[config.mk]
export PLATFORM = sky130hd
export DESIGN_NAME = perf_ctrl
export DESIGN_NICKNAME = d
export VERILOG_FILES = /design/src/rtl/perf_ctrl.sv
export SDC_FILE = /design/constraint.sdc
export NUM_CORES = 1
export LEC_CHECK = 0
export CAP_MARGIN = 10
export CORE_UTILIZATION = 55
export DETAILED_ROUTE_END_ITERATION = 10
export PLACE_DENSITY = 0.84
export SYNTH_ARGS = -nofsm -noshare
export SYNTH_HDL_FRONTEND = slang
export SYNTH_SLANG_ARGS = --single-unit
[constraint.sdc]
create_clock -name clk -period 6.9 [get_ports clk]
set_clock_uncertainty 0.1 [all_clocks]
set_input_delay 1.035 -clock clk [delete_from_list [all_inputs] [get_ports clk]]
set_output_delay 1.035 -clock clk [all_outputs]
set_load 0.02 [all_outputs]
[src/rtl/perf_ctrl.sv]
// Control front-end for the execution performance counter: SPR decode,
// trigger strobes, start/run/end sequencing, elapsed-cycle tracking and auto-stop.
module perf_ctrl #(
    parameter int SPR_AW  = 2,
    parameter int LIMIT_W = 32
) (
    input  logic              clk,
    input  logic              rst,
    input  logic              spr_cs,
    input  logic              spr_write,
    input  logic [SPR_AW-1:0] spr_addr,
    input  logic [31:0]       spr_dat_i,
    output logic [31:0]       spr_dat_o,
    input  logic              trig_start,
    input  logic              trig_end,
    output logic              perf_start,
    output logic              en,
    output logic              perf_end,
    output logic              busy,
    output logic              done
);

    typedef enum logic [2:0] {S_IDLE, S_START, S_RUN, S_END, S_DONE} state_t;

    state_t               state, state_nx;
    logic                 auto_stop, trig_en, auto_stopped;
    logic [LIMIT_W-1:0]   limit, elapsed;
    logic                 wr_ctrl, wr_limit, rd_en;
    logic                 go, halt, limit_hit;

    assign wr_ctrl  = spr_cs & spr_write & (spr_addr == SPR_AW'(0));
    assign wr_limit = spr_cs & spr_write & (spr_addr == SPR_AW'(2));
    assign rd_en    = spr_cs & ~spr_write;

    assign go        = (wr_ctrl & spr_dat_i[0]) | (trig_en & trig_start);
    assign halt      = (wr_ctrl & spr_dat_i[1]) | (trig_en & trig_end);
    // Compared against LIMIT-1 so the final RUN cycle is the L-th enabled cycle.
    assign limit_hit = auto_stop & (limit != '0) & (elapsed == limit - LIMIT_W'(1));

    always_ff @(posedge clk or negedge rst) begin
        if (!rst) state <= S_IDLE;
        else      state <= state_nx;
    end

    always_comb begin
        state_nx = state;
        case (state)
            S_IDLE, S_DONE: if (go && !halt) state_nx = S_START;
            S_START:        state_nx = halt ? S_END : S_RUN;
            S_RUN:          if (halt || limit_hit) state_nx = S_END;
            S_END:          state_nx = S_DONE;
            default:        state_nx = S_IDLE;
        endcase
    end

    always_comb begin
        perf_start = (state == S_START);
        en         = (state == S_RUN);
        perf_end   = (state == S_END);
        busy       = (state == S_START) || (state == S_RUN) || (state == S_END);
        done       = (state == S_DONE);
    end

    always_ff @(posedge clk or negedge rst) begin
        if (!rst) begin
            auto_stop <= 1'b0;
            trig_en   <= 1'b0;
            limit     <= '0;
        end else begin
            if (wr_ctrl) begin
                auto_stop <= spr_dat_i[2];
                trig_en   <= spr_dat_i[3];
            end
            if (wr_limit) limit <= spr_dat_i[LIMIT_W-1:0];
        end
    end

    always_ff @(posedge clk or negedge rst) begin
        if (!rst) begin
            elapsed      <= '0;
            auto_stopped <= 1'b0;
        end else if (state == S_START) begin
            elapsed      <= '0;
            auto_stopped <= 1'b0;
        end else if (state == S_RUN) begin
            if (elapsed != '1) elapsed <= elapsed + LIMIT_W'(1);
            // Halt wins over a simultaneous limit hit.
            if (!halt && limit_hit) auto_stopped <= 1'b1;
        end
    end

    always_comb begin
        spr_dat_o = '0;
        if (rd_en) begin
            case (spr_addr)
                SPR_AW'(0): spr_dat_o = {28'b0, trig_en, auto_stop, 2'b00};
                SPR_AW'(1): spr_dat_o = {29'b0, auto_stopped, done, busy};
                SPR_AW'(2): spr_dat_o = 32'(limit);
                SPR_AW'(3): spr_dat_o = 32'(elapsed);
                default:    spr_dat_o = '0;
            endcase
        end
    end

endmodule

**After elaboration in Yosys (flattened, before gate mapping)**

Cells that the tools add are included.

- Bits in registers: 70
- Input bits: 40
- Output and inout bits: 37
- Logic and storage cells: 60

- $add $sub $neg: 2
- Equal/unequal tests: 11
- Muxes and demuxes: 12
- Bitwise operators: 13
- Reductions and logical operators: 16

Operators with widths:

| cell | count |
|---|---|
| 32-bit two-way mux | 4 |
| 32-bit one-hot mux with 4 select lines | 1 |
| 32-bit by 1-bit adder with 32-bit output (second input constant) | 1 |
| 32-bit equality test | 1 |
| 32-bit != test (second input constant) | 1 |
| 32-bit nonzero test | 1 |
| 32-bit by 1-bit subtractor with 32-bit output (second input constant) | 1 |
| 3-bit one-hot mux with 4 select lines | 1 |
| 1-bit AND | 10 |
| 3-bit by 2-bit equality test with 1-bit output (second input constant) | 2 |
| 3-bit two-way mux | 2 |
| 2-bit AND reduction | 3 |
| 2-bit nonzero test | 3 |
| 2-bit equality test (second input constant) | 2 |
| 1-bit two-way mux | 4 |
| 3-bit by 1-bit equality test with 1-bit output (second input constant) | 1 |
| 3-bit equality test (second input constant) | 1 |
| 3-bit zero test | 1 |
| 1-bit logical OR | 3 |
| 2-bit by 1-bit equality test with 1-bit output (second input constant) | 1 |
| 1-bit logical AND | 2 |
| 2-bit zero test | 1 |
| 2-bit by 1-bit != test with 1-bit output (second input constant) | 1 |
| 2-bit != test (second input constant) | 1 |
| other kinds (4) | 5 |

**Longest topological paths before layout**

Gate-level depths: netlist (run 1).

- Depth after elaboration: 9
- Gate-level depth with buffers: 11
- Gate-level depth less buffers: 10

**Worst setup path after synthesis (run 1)**

Ideal clock, no wire load.

- Path type: input port to output port
- Start: input port spr_addr[0]
- End: output port spr_dat_o[11]
- Arrival time: 2.195 ns
- Data required time: 5.765 ns
- Path slack: 3.570 ns
- Stages on the path: 4
- Path buffers: 2
- Cell sequence: clkbuf_1 clkbuf_1 mux2i_1 nor2_1

- Cells in the longest elaborated chain, start to end: 3
- Elaborated cells on any way between the ends: 6
- Those cells by class: eq/ne (3); mux (2); reduce/logical (1)

Ends and longest elaborated chain:

| what | RTL line | RTL |
|---|---|---|
| start, declared | 11 | `input logic [SPR_AW-1:0] spr_addr,` |
| 2-bit equality test, or another cell as far along | 95 | `case (spr_addr)` |
| 32-bit one-hot mux with 4 select lines (*) | 95 |  |
| 32-bit two-way mux (*) | 94 | `if (rd_en) begin` |
| end, declared | 13 | `output logic [31:0] spr_dat_o,` |

Every way passes the cells marked *; elsewhere a longest branch is shown, timed or not.

**Final worst setup path (run 1)**

- Start: input port spr_addr[0]
- End: output port spr_dat_o[2]

The elaborated chain is that of the path after synthesis.

==> flow_summary.ini, run 1 <==
[timing]
finalSetupViolCount = 0
final_max_slew_viol_count = 0
fin_crit_sh = 0.6202
rsz0062_at_grt = false
max_freq_ghz = 0.2337
setup_tns_ns = 0
holdWs_ns = 0.3955
fin_crit_ns = 4.279
setup_ws_ns = 2.621
worstMarginPinSlew_ns = 1.244
hold_violations = 0
relSlewSlack = 0.1691

[cells_and_area]
utilization = 0.6937
insertedDiodeCount = 0
multi_input_area_um2 = 2877
nets = 627
fillers = 659
areaGrowthSynthToFinish_pct = 20.64
drive_gt1_frac = 0.1053
regArea_um2 = 1752

[routing]
wl_um = 12470
drtIter0Drc = 277
drc_errors = 0
wl_per_cell_um = 17.96
ant_nets = 0
post_drt_via_cell_ratio = 6.173
routed-via-count = 4284
drtPass1Iterations = 4

[clocking]
clockRootBuffer = clkbuf_8
cts.path.max_buffers = 2
tritoncts = yes
clock-sinks = 70
cts_buffers = 9
htreeDepth = 3
post_cts_buffers = 0
clkTransAtPathRegs_ns = 0.08
ctsResizeCount = 0
clock_latency_ns = 0.35
cts-hold-fix-buffers = 0

[power]
powerDensity_nw_per_um2 = 238.6
power_leakage_nw = 2.379
totalPowerFinal_mw = 1.380
p_clk_frac = 0.272
ir_drop_mv = 0.1284
power.net_switching_mw = 0.4976
netSwitchingFraction = 0.3605
power_frac_seq = 0.422
p_int_mw = 0.8827
p_comb_frac = 0.306

[job]
drv_cap = 0

[synthesis]
syn_inst = 529
synthFlopType = dfrtp_1
ys_ff_latch = 70
async_reset_ff_frac = 1.000
synth.distinct_cells = 52
avgSynthCellArea_um2 = 9.066
syn_area_um2 = 4796
ys_seq_area_frac = 0.3652
synth_edf_count = 0
yosysWarningCount = 0
syn_nets = 572

[floorplanning]
die_h_um = 95.38
start_util = 0.5750
dieArea_um2 = 9097
core_um2 = 8341
core.rowCount = 33
die_w_um = 95.38
io_pins = 77

[worst_setup_path]
startpoint_type = input pin
reg2reg_slack_ns = 3.26
arrival_ns = 3.14
r2r_start = limit[1]$_DFFE_PN0P_
r2r.worst_path.cells = 10
critical_path.endpoint_type = primary output
worstPathRequired_ns = 5.76
r2r-end = auto_stopped$_DFFE_PN0P_
critical_path_class = input pin to primary output
cp_max_fo = 39

[placement]
pre_cts_slack_ns = 2.631
dp_hpwl_um = 8929
place.gp.congestion = 0.9218
port_buffers = 76

[global_route]
antenna_found_initial = 0
grt_pass1_wl_um = 20380
first_global_vias = 4172
grt_overflow = 0
grt_util_met2 = 0.4750
use_met1 = 0.3802
grt_max_degree = 71
met3_usage = 0.05582
grt.busiest_layer = met2
grtUsageTotal = 0.2902

[min_path]
hold_start = auto_stopped$_DFFE_PN0P_
hold_class = flop to flop
holdPathEnd = auto_stopped$_DFFE_PN0P_
whs_path_depth = 1

[outcome]
outcome = finished, final reports clean
-- cell type report --
| cell class | count | area share |
|---|---|---|
| clock buffer | 10 | 0.02379 |
| clock inverter | 6 | 0.01471 |
| inverter | 6 | 0.003893 |
| multi-input combinational | 417 | 0.4972 |
| sequential | 70 | 0.3028 |
| tap | 105 | 0.02271 |
| timing repair buffer | 80 | 0.1349 |
-- worst max-delay path, cell delays in order --
cell and delay [ns]:
buf_2 0.76, mux4_1 0.66, nor2b_1 0.15, clkdlybuf4s50_1 0.53
-- worst max-delay path by stage --
stage                start            end  slack, ns  depth (start not counted)
4_1_cts        spr_addr[0]   spr_dat_o[2]       2.63                          4
2_1_floorplan  spr_addr[0]  spr_dat_o[11]       3.57                          4
3_3_place_gp   spr_addr[0]   spr_dat_o[2]       2.68                          4
3_5_place_dp   spr_addr[0]   spr_dat_o[2]       2.63                          4
6_report       spr_addr[0]   spr_dat_o[2]       2.62                          4
5_1_grt        spr_addr[0]   spr_dat_o[2]       2.56                          4
-- synthesized netlist by cell type, types with 3 or more instances --
| master | number | area share |
|---|---|---|
| nand3b_1 | 4 | 0.0063 |
| and4_1 | 4 | 0.0073 |
| o21a_1 | 3 | 0.0047 |
| o31ai_1 | 5 | 0.0078 |
| mux2i_1 | 29 | 0.061 |
| or3_1 | 5 | 0.0065 |
| nand2_1 | 21 | 0.016 |
| mux2_2 | 34 | 0.080 |
| inv_1 | 6 | 0.0047 |
| nor2_1 | 78 | 0.061 |
| xor2_1 | 41 | 0.075 |
| nand3_1 | 20 | 0.021 |
| o21ai_0 | 18 | 0.019 |
| and2_1 | 4 | 0.0052 |
| ha_1 | 3 | 0.0078 |
| clkbuf_1 | 29 | 0.023 |
| or4_1 | 5 | 0.0078 |
| dfrtp_1 | 70 | 0.37 |
| xnor2_1 | 26 | 0.047 |
| a211oi_1 | 3 | 0.0047 |
| a22oi_1 | 5 | 0.0078 |
| nor4_1 | 13 | 0.017 |
| nand2b_1 | 6 | 0.0078 |
| nor3b_1 | 3 | 0.0047 |
| nor3_1 | 15 | 0.016 |
| buf_1 | 4 | 0.0031 |
| a21oi_1 | 8 | 0.0083 |
| nor4b_1 | 3 | 0.0055 |
| and3_1 | 8 | 0.010 |
| nand4_1 | 26 | 0.034 |
-- sequential cells by signal, summed over array words and instances (netlist names) --
register / flops
trig_en: 1
elapsed: 32
state: 3
auto_stop: 1
limit: 32
auto_stopped: 1
-- per-layer routing --
metal,share of wire,vias to the layer above,wire (µm)
li1,-,2001,-
met1,0.43,2078,5383
met2,0.48,174,6000
met3,0.062,31,779
met4,0.024,0,303
met5,0,-,0
-- through the flow --
stage	area, µm²	cells
4_1_cts	5786	694
2_1_floorplan	4796	529
6_report	5786	694
3_3_place_gp	5563	678
5_1_grt	5786	694
3_5_place_dp	5563	678
-- logic make-up (layout without fill, tap and decap cells) --
family / after synthesis / in the layout / share of synthesized area
AND/OR/NAND/NOR: 229 / 229 / 0.2520
flip-flops: 70 / 70 / 0.3652
XOR/XNOR: 67 / 67 / 0.1224
multiplexers: 64 / 64 / 0.1458
AO/OA/AOI/OAI: 54 / 54 / 0.07175
buffers and inverters: 42 / 102 / 0.03496
adder cells (fa/ha/maj): 3 / 3 / 0.007828
-- cell usage in the layout, fill, tap and decap left out, drive strengths merged, types with 13 or more instances in the layout --
cell type / n
clkdlybuf4s50: 74
o21ai: 18
nor4: 13
dfrtp: 70
nand4: 26
mux2i: 29
xor2: 41
nand3: 20
nor2: 78
nand2: 21
xnor2: 26
nor3: 15
mux2: 34
-- power groups by stage --
| stage | logic (mW) | registers (mW) | clock network (mW) |
|---|---|---|---|
| finish | 0.422 | 0.583 | 0.375 |
| global placement | 0.405 | 0.583 | 0 |
| detailed placement | 0.420 | 0.588 | 0 |
| CTS | 0.423 | 0.580 | 0.378 |
| global route | 0.463 | 0.595 | 0.394 |
| floorplan | 0.330 | 0.528 | 0 |
No activity file was read; power rests on OpenSTA's default activity.
==> inputs of run 2 (changes only) <==
- clock period: 6.9 -> 4.2 ns (I/O delays scaled with it)
==> run 2 against run 1 <==
  * Clock power rose by 43%
  * Non-clock buffer count increased by 5
  * Critical path type is now flop to flop
  * Sequential share of layout area about the same
  * Cell area about the same
  * Highest routed layer unchanged
  * First-iteration DRC count shrank 5.1%
  * Via count decreased by 0.63%
  * Combinational power rose by 67%
  * Utilization barely moved
  * Wire length is 2.6% higher
  * Cell count up 0.58%
  * Hold slack worse by 0.075 ns
==> flow_summary.ini, run 2 (synthesized netlist as in run 1, its figures left out) <==
[cells_and_area]
fin_cells = 698
final_common_cell = nor2_1
nets = 632
design_area_um2 = 5789
drive_gt1_frac = 0.1096
top_regs = elapsed x32, limit x32, state x3
areaGrowthSynthToFinish_pct = 20.71
layout_common_cells = nor2_1, clkdlybuf4s50_1, dfrtp_1
insertedDiodeCount = 0
utilization = 0.6941

[worst_setup_path]
arrival_ns = 3.75
worstPathRequired_ns = 4.38
r2r.worst_path.cells = 10
reg2reg_slack_ns = 0.63
critical_path_class = flop to flop
cp_max_fo = 7
critical_path.endpoint_type = flop
startpoint_type = flop

[timing]
finalSetupViolCount = 0
worstMarginPinSlew_ns = 0.9281
fin_crit_ns = 3.570
rsz0062_at_grt = false
fin_crit_sh = 0.8500
holdWs_ns = 0.3207
setup_ws_ns = 0.6301
final_max_slew_viol_count = 0
relSlewSlack = 0.3813
max_freq_ghz = 0.2801
hold_violations = 0
setup_tns_ns = 0

[placement]
place.gp.congestion = 0.8521
pre_cts_slack_ns = 0.7233
dp_hpwl_um = 9454
placed_cell_area_um2 = 5600
dp_cells = 683
port_buffers = 76

[clocking]
cts.path.max_buffers = 2
post_cts_buffers = 0
ctsResizeCount = 0
clkTransAtPathRegs_ns = 0.07
clockRootBuffer = clkbuf_8
cts_buffers = 9
clock-sinks = 70
htreeDepth = 3
tritoncts = yes
cts-hold-fix-buffers = 0
clock_latency_ns = 0.34

[routing]
ant_nets = 0
post_drt_via_cell_ratio = 6.099
routed-via-count = 4257
drc_errors = 0
drtIter0Drc = 263
drtPass1Iterations = 5
wl_per_cell_um = 18.32
wl_um = 12790

[power]
ir_drop_mv = 0.2839
power.net_switching_mw = 0.8082
totalPowerFinal_mw = 2.198
power_frac_seq = 0.434
p_int_mw = 1.390
p_clk_frac = 0.245
netSwitchingFraction = 0.3677
powerDensity_nw_per_um2 = 379.6
p_comb_frac = 0.321
power_leakage_nw = 2.392

[global_route]
grt_pass1_wl_um = 20530
grt_overflow = 0
antenna_found_initial = 0
first_global_vias = 4172
grtUsageTotal = 0.2961
grt_max_degree = 41

[floorplanning]
core.rowCount = 33
start_util = 0.5750
core_um2 = 8341
dieArea_um2 = 9097
die_w_um = 95.38
io_pins = 77
die_h_um = 95.38

[outcome]
outcome = finished, final reports clean

[min_path]
hold_class = input pin to asynchronous set/reset pin

[job]
drv_cap = 0
-- run 2: cell type report --
| cell class | count | area (µm²) |
|---|---|---|
| fillers | 671 | 2551 |
| clock buffers | 11 | 141.4 |
| inverters | 6 | 22.52 |
| clock inverters | 4 | 47.55 |
| well taps | 105 | 131.4 |
| multi-input cells | 417 | 2877 |
| repair buffers | 85 | 818.3 |
| flip-flops and latches | 70 | 1752 |
-- run 2: per-layer routing --
metal | vias up | global-route usage | wire (µm)
met2 | 157 | 0.4815 | 6103
met4 | 0 | 0.1318 | 353
met5 | - | 0 | 0
met1 | 2067 | 0.3964 | 5651
li1 | 2005 | - | -
met3 | 28 | 0.03509 | 681
-- run 2: critical path, stage by stage (launching register included) --
cell,delay [ns]
dfrtp_1,0.44
inv_1,0.13
ha_1,0.22
nor3b_1,0.69
nand3_1,0.24
or3b_2,0.48
nand4_1,0.10
nand4_1,0.10
or4_1,0.56
nor4_1,0.30
o21a_1,0.15
-- run 2: worst paths after layout --
path,from,end
max in group asynchronous,rst,elapsed[13]$_DFFE_PN0P_
min reg2reg,auto_stopped$_DFFE_PN0P_,auto_stopped$_DFFE_PN0P_
min,rst,limit[31]$_DFFE_PN0P_
max reg2reg,limit[0]$_DFFE_PN0P_,auto_stopped$_DFFE_PN0P_
min in group clk,auto_stopped$_DFFE_PN0P_,auto_stopped$_DFFE_PN0P_
max,limit[0]$_DFFE_PN0P_,auto_stopped$_DFFE_PN0P_
-- run 2: power groups by stage --
stage	clock network, mW	registers, mW	logic, mW
detailed placement	0	0.962	0.699
finish	0.538	0.954	0.705
global route	0.573	0.971	0.780
CTS	0.548	0.950	0.703
floorplan	0	0.867	0.542
global placement	0	0.955	0.677
==> inputs of run 3 (changes only) <==
- CORE_UTILIZATION: 55 -> 49
- PLACE_DENSITY: 0.84 -> 0.79
- clock period: 4.2 -> 2.95 ns (I/O delays scaled with it)
==> run 3 against run 2 <==
  * The flow now finishes with violations (negative setup slack)
  * Wire length increased by 6.2%
  * Combinational power grew 77%
  * Global-route usage shrank 0.67 points
  * Clock-buffer cell count did not move
  * Cell area rose by 8.3%
  * Worst setup slack worse by 0.72 ns
  * Maximum frequency up 17%
  * Hold slack lost 0.10 ns
  * Sequential power increased by 35%
==> flow_summary.ini, run 3 (synthesized netlist as in run 1, its figures left out) <==
[global_route]
antenna_found_initial = 0
grt_overflow = 0
first_global_vias = 4547
grt_max_degree = 71
grt_pass1_wl_um = 22710
grtUsageTotal = 0.2894

[routing]
wl_per_cell_um = 17.64
ant_nets = 0
routed-via-count = 4402
drc_errors = 0
drtPass1Iterations = 4
post_drt_via_cell_ratio = 5.717
wl_um = 13590
drtIter0Drc = 187

[timing]
final_max_slew_viol_count = 0
max_freq_ghz = 0.3290
finalSetupViolCount = 2
setup_ws_ns = -0.08956
rsz0062_at_grt = true
setup_tns_ns = -0.09005
relSlewSlack = 0.3890
holdWs_ns = 0.2174
fin_crit_sh = 1.030
fin_crit_ns = 3.040
worstMarginPinSlew_ns = 0.9165
hold_violations = 0

[floorplanning]
start_util = 0.5117
die_w_um = 100.9
core.rowCount = 35
io_pins = 77
core_um2 = 9371
die_h_um = 100.9
dieArea_um2 = 10190

[worst_setup_path]
cp_max_fo = 5
worstPathRequired_ns = 3.14
critical_path_class = flop to flop
r2r.worst_path.cells = 8
critical_path.endpoint_type = flop
reg2reg_slack_ns = -0.09
r2r_start = limit[1]$_DFFE_PN0P_
startpoint_type = flop
arrival_ns = 3.22
r2r-end = auto_stopped$_DFFE_PN0P_

[clocking]
htreeDepth = 3
cts.path.max_buffers = 2
tritoncts = yes
clockRootBuffer = clkbuf_8
clock-sinks = 70
clock_latency_ns = 0.35
cts-hold-fix-buffers = 0
cts_buffers = 9
clkTransAtPathRegs_ns = 0.07

[cells_and_area]
areaGrowthSynthToFinish_pct = 30.68
drive_gt1_frac = 0.1919
top_regs = elapsed x32, limit x32, state x3
layout_common_cells = nor2_1, clkdlybuf4s50_1, dfrtp_1
insertedDiodeCount = 0
final_common_cell = nor2_1
fin_cells = 770
nets = 679

[placement]
port_buffers = 76
place.gp.congestion = 0.9064
dp_cells = 753
pre_cts_slack_ns = -0.3036
dp_hpwl_um = 10260

[power]
totalPowerFinal_mw = 3.367
powerDensity_nw_per_um2 = 537.2
power_leakage_nw = 2.653
ir_drop_mv = 0.3158

[outcome]
violations = negative setup slack
outcome = finished with violations

[min_path]
hold_class = input pin to asynchronous set/reset pin

[job]
drv_cap = 0
==> run 3: what timing repair did <==
action,in CTS,in global routing
pin swaps,2,1
gates resized for setup,7,5
endpoints found under the setup margin,2,2
setup buffers,0,1
==> run 3: worst max-delay path, stage by stage (launching register included) <==
cell and delay, ns:
dfrtp_1 0.42, or4_4 0.53, or3_4 0.42, or4_4 0.44, xnor2_2 0.13, nand4_1 0.10
or4_4 0.57, nor4_4 0.14, o21a_1 0.15
==> run 3: final cells by class <==
type / instances / area [µm²]
clock inverters: 5 / 57.56
fillers: 786 / 3104
inverters: 6 / 22.52
well taps: 129 / 161.4
repair buffers: 132 / 1187
multi-input cells: 417 / 2935
flip-flops and latches: 70 / 1752
clock buffers: 11 / 151.4
==> run 3: worst max path at each step <==
stage          slack [ns]                        to  depth (start not counted)            startpoint
3_3_place_gp        -0.20  auto_stopped$_DFFE_PN0P_                         10  limit[1]$_DFFE_PN0P_
2_1_floorplan       -0.12  auto_stopped$_DFFE_PN0P_                         10  limit[5]$_DFFE_PN0P_
4_1_cts             -0.08  auto_stopped$_DFFE_PN0P_                          8  limit[1]$_DFFE_PN0P_
3_5_place_dp        -0.30  auto_stopped$_DFFE_PN0P_                         10  limit[1]$_DFFE_PN0P_
6_report            -0.09  auto_stopped$_DFFE_PN0P_                          8  limit[1]$_DFFE_PN0P_
5_1_grt             -0.22  auto_stopped$_DFFE_PN0P_                          9  limit[0]$_DFFE_PN0P_
==> run 3: per-stage QoR <==
| step | cell area (µm²) | util |
|---|---|---|
| finish | 6267 | 0.6688 |
| global route | 6267 | 0.6688 |
| CTS | 6232 | 0.6650 |
| detailed placement | 5988 | 0.6390 |
| global placement | 5988 | 0.6390 |
| floorplan | 4802 | - |
==> run 3: power breakdown <==
part / internal, mW / switching, mW / leakage [nW]
clock network: 0.435 / 0.388 / 0.0976
registers: 1.10 / 0.194 / 0.905
logic: 0.602 / 0.648 / 1.65
total: 2.14 / 1.23 / 2.65
==> run 3: metal layers <==
metal,vias up,share of wire,GRT usage
met1,2139,0.45,0.3723
met5,-,0,0
met4,0,0.024,0.1260
met2,133,0.49,0.4863
li1,2106,-,-
met3,24,0.044,0.04092
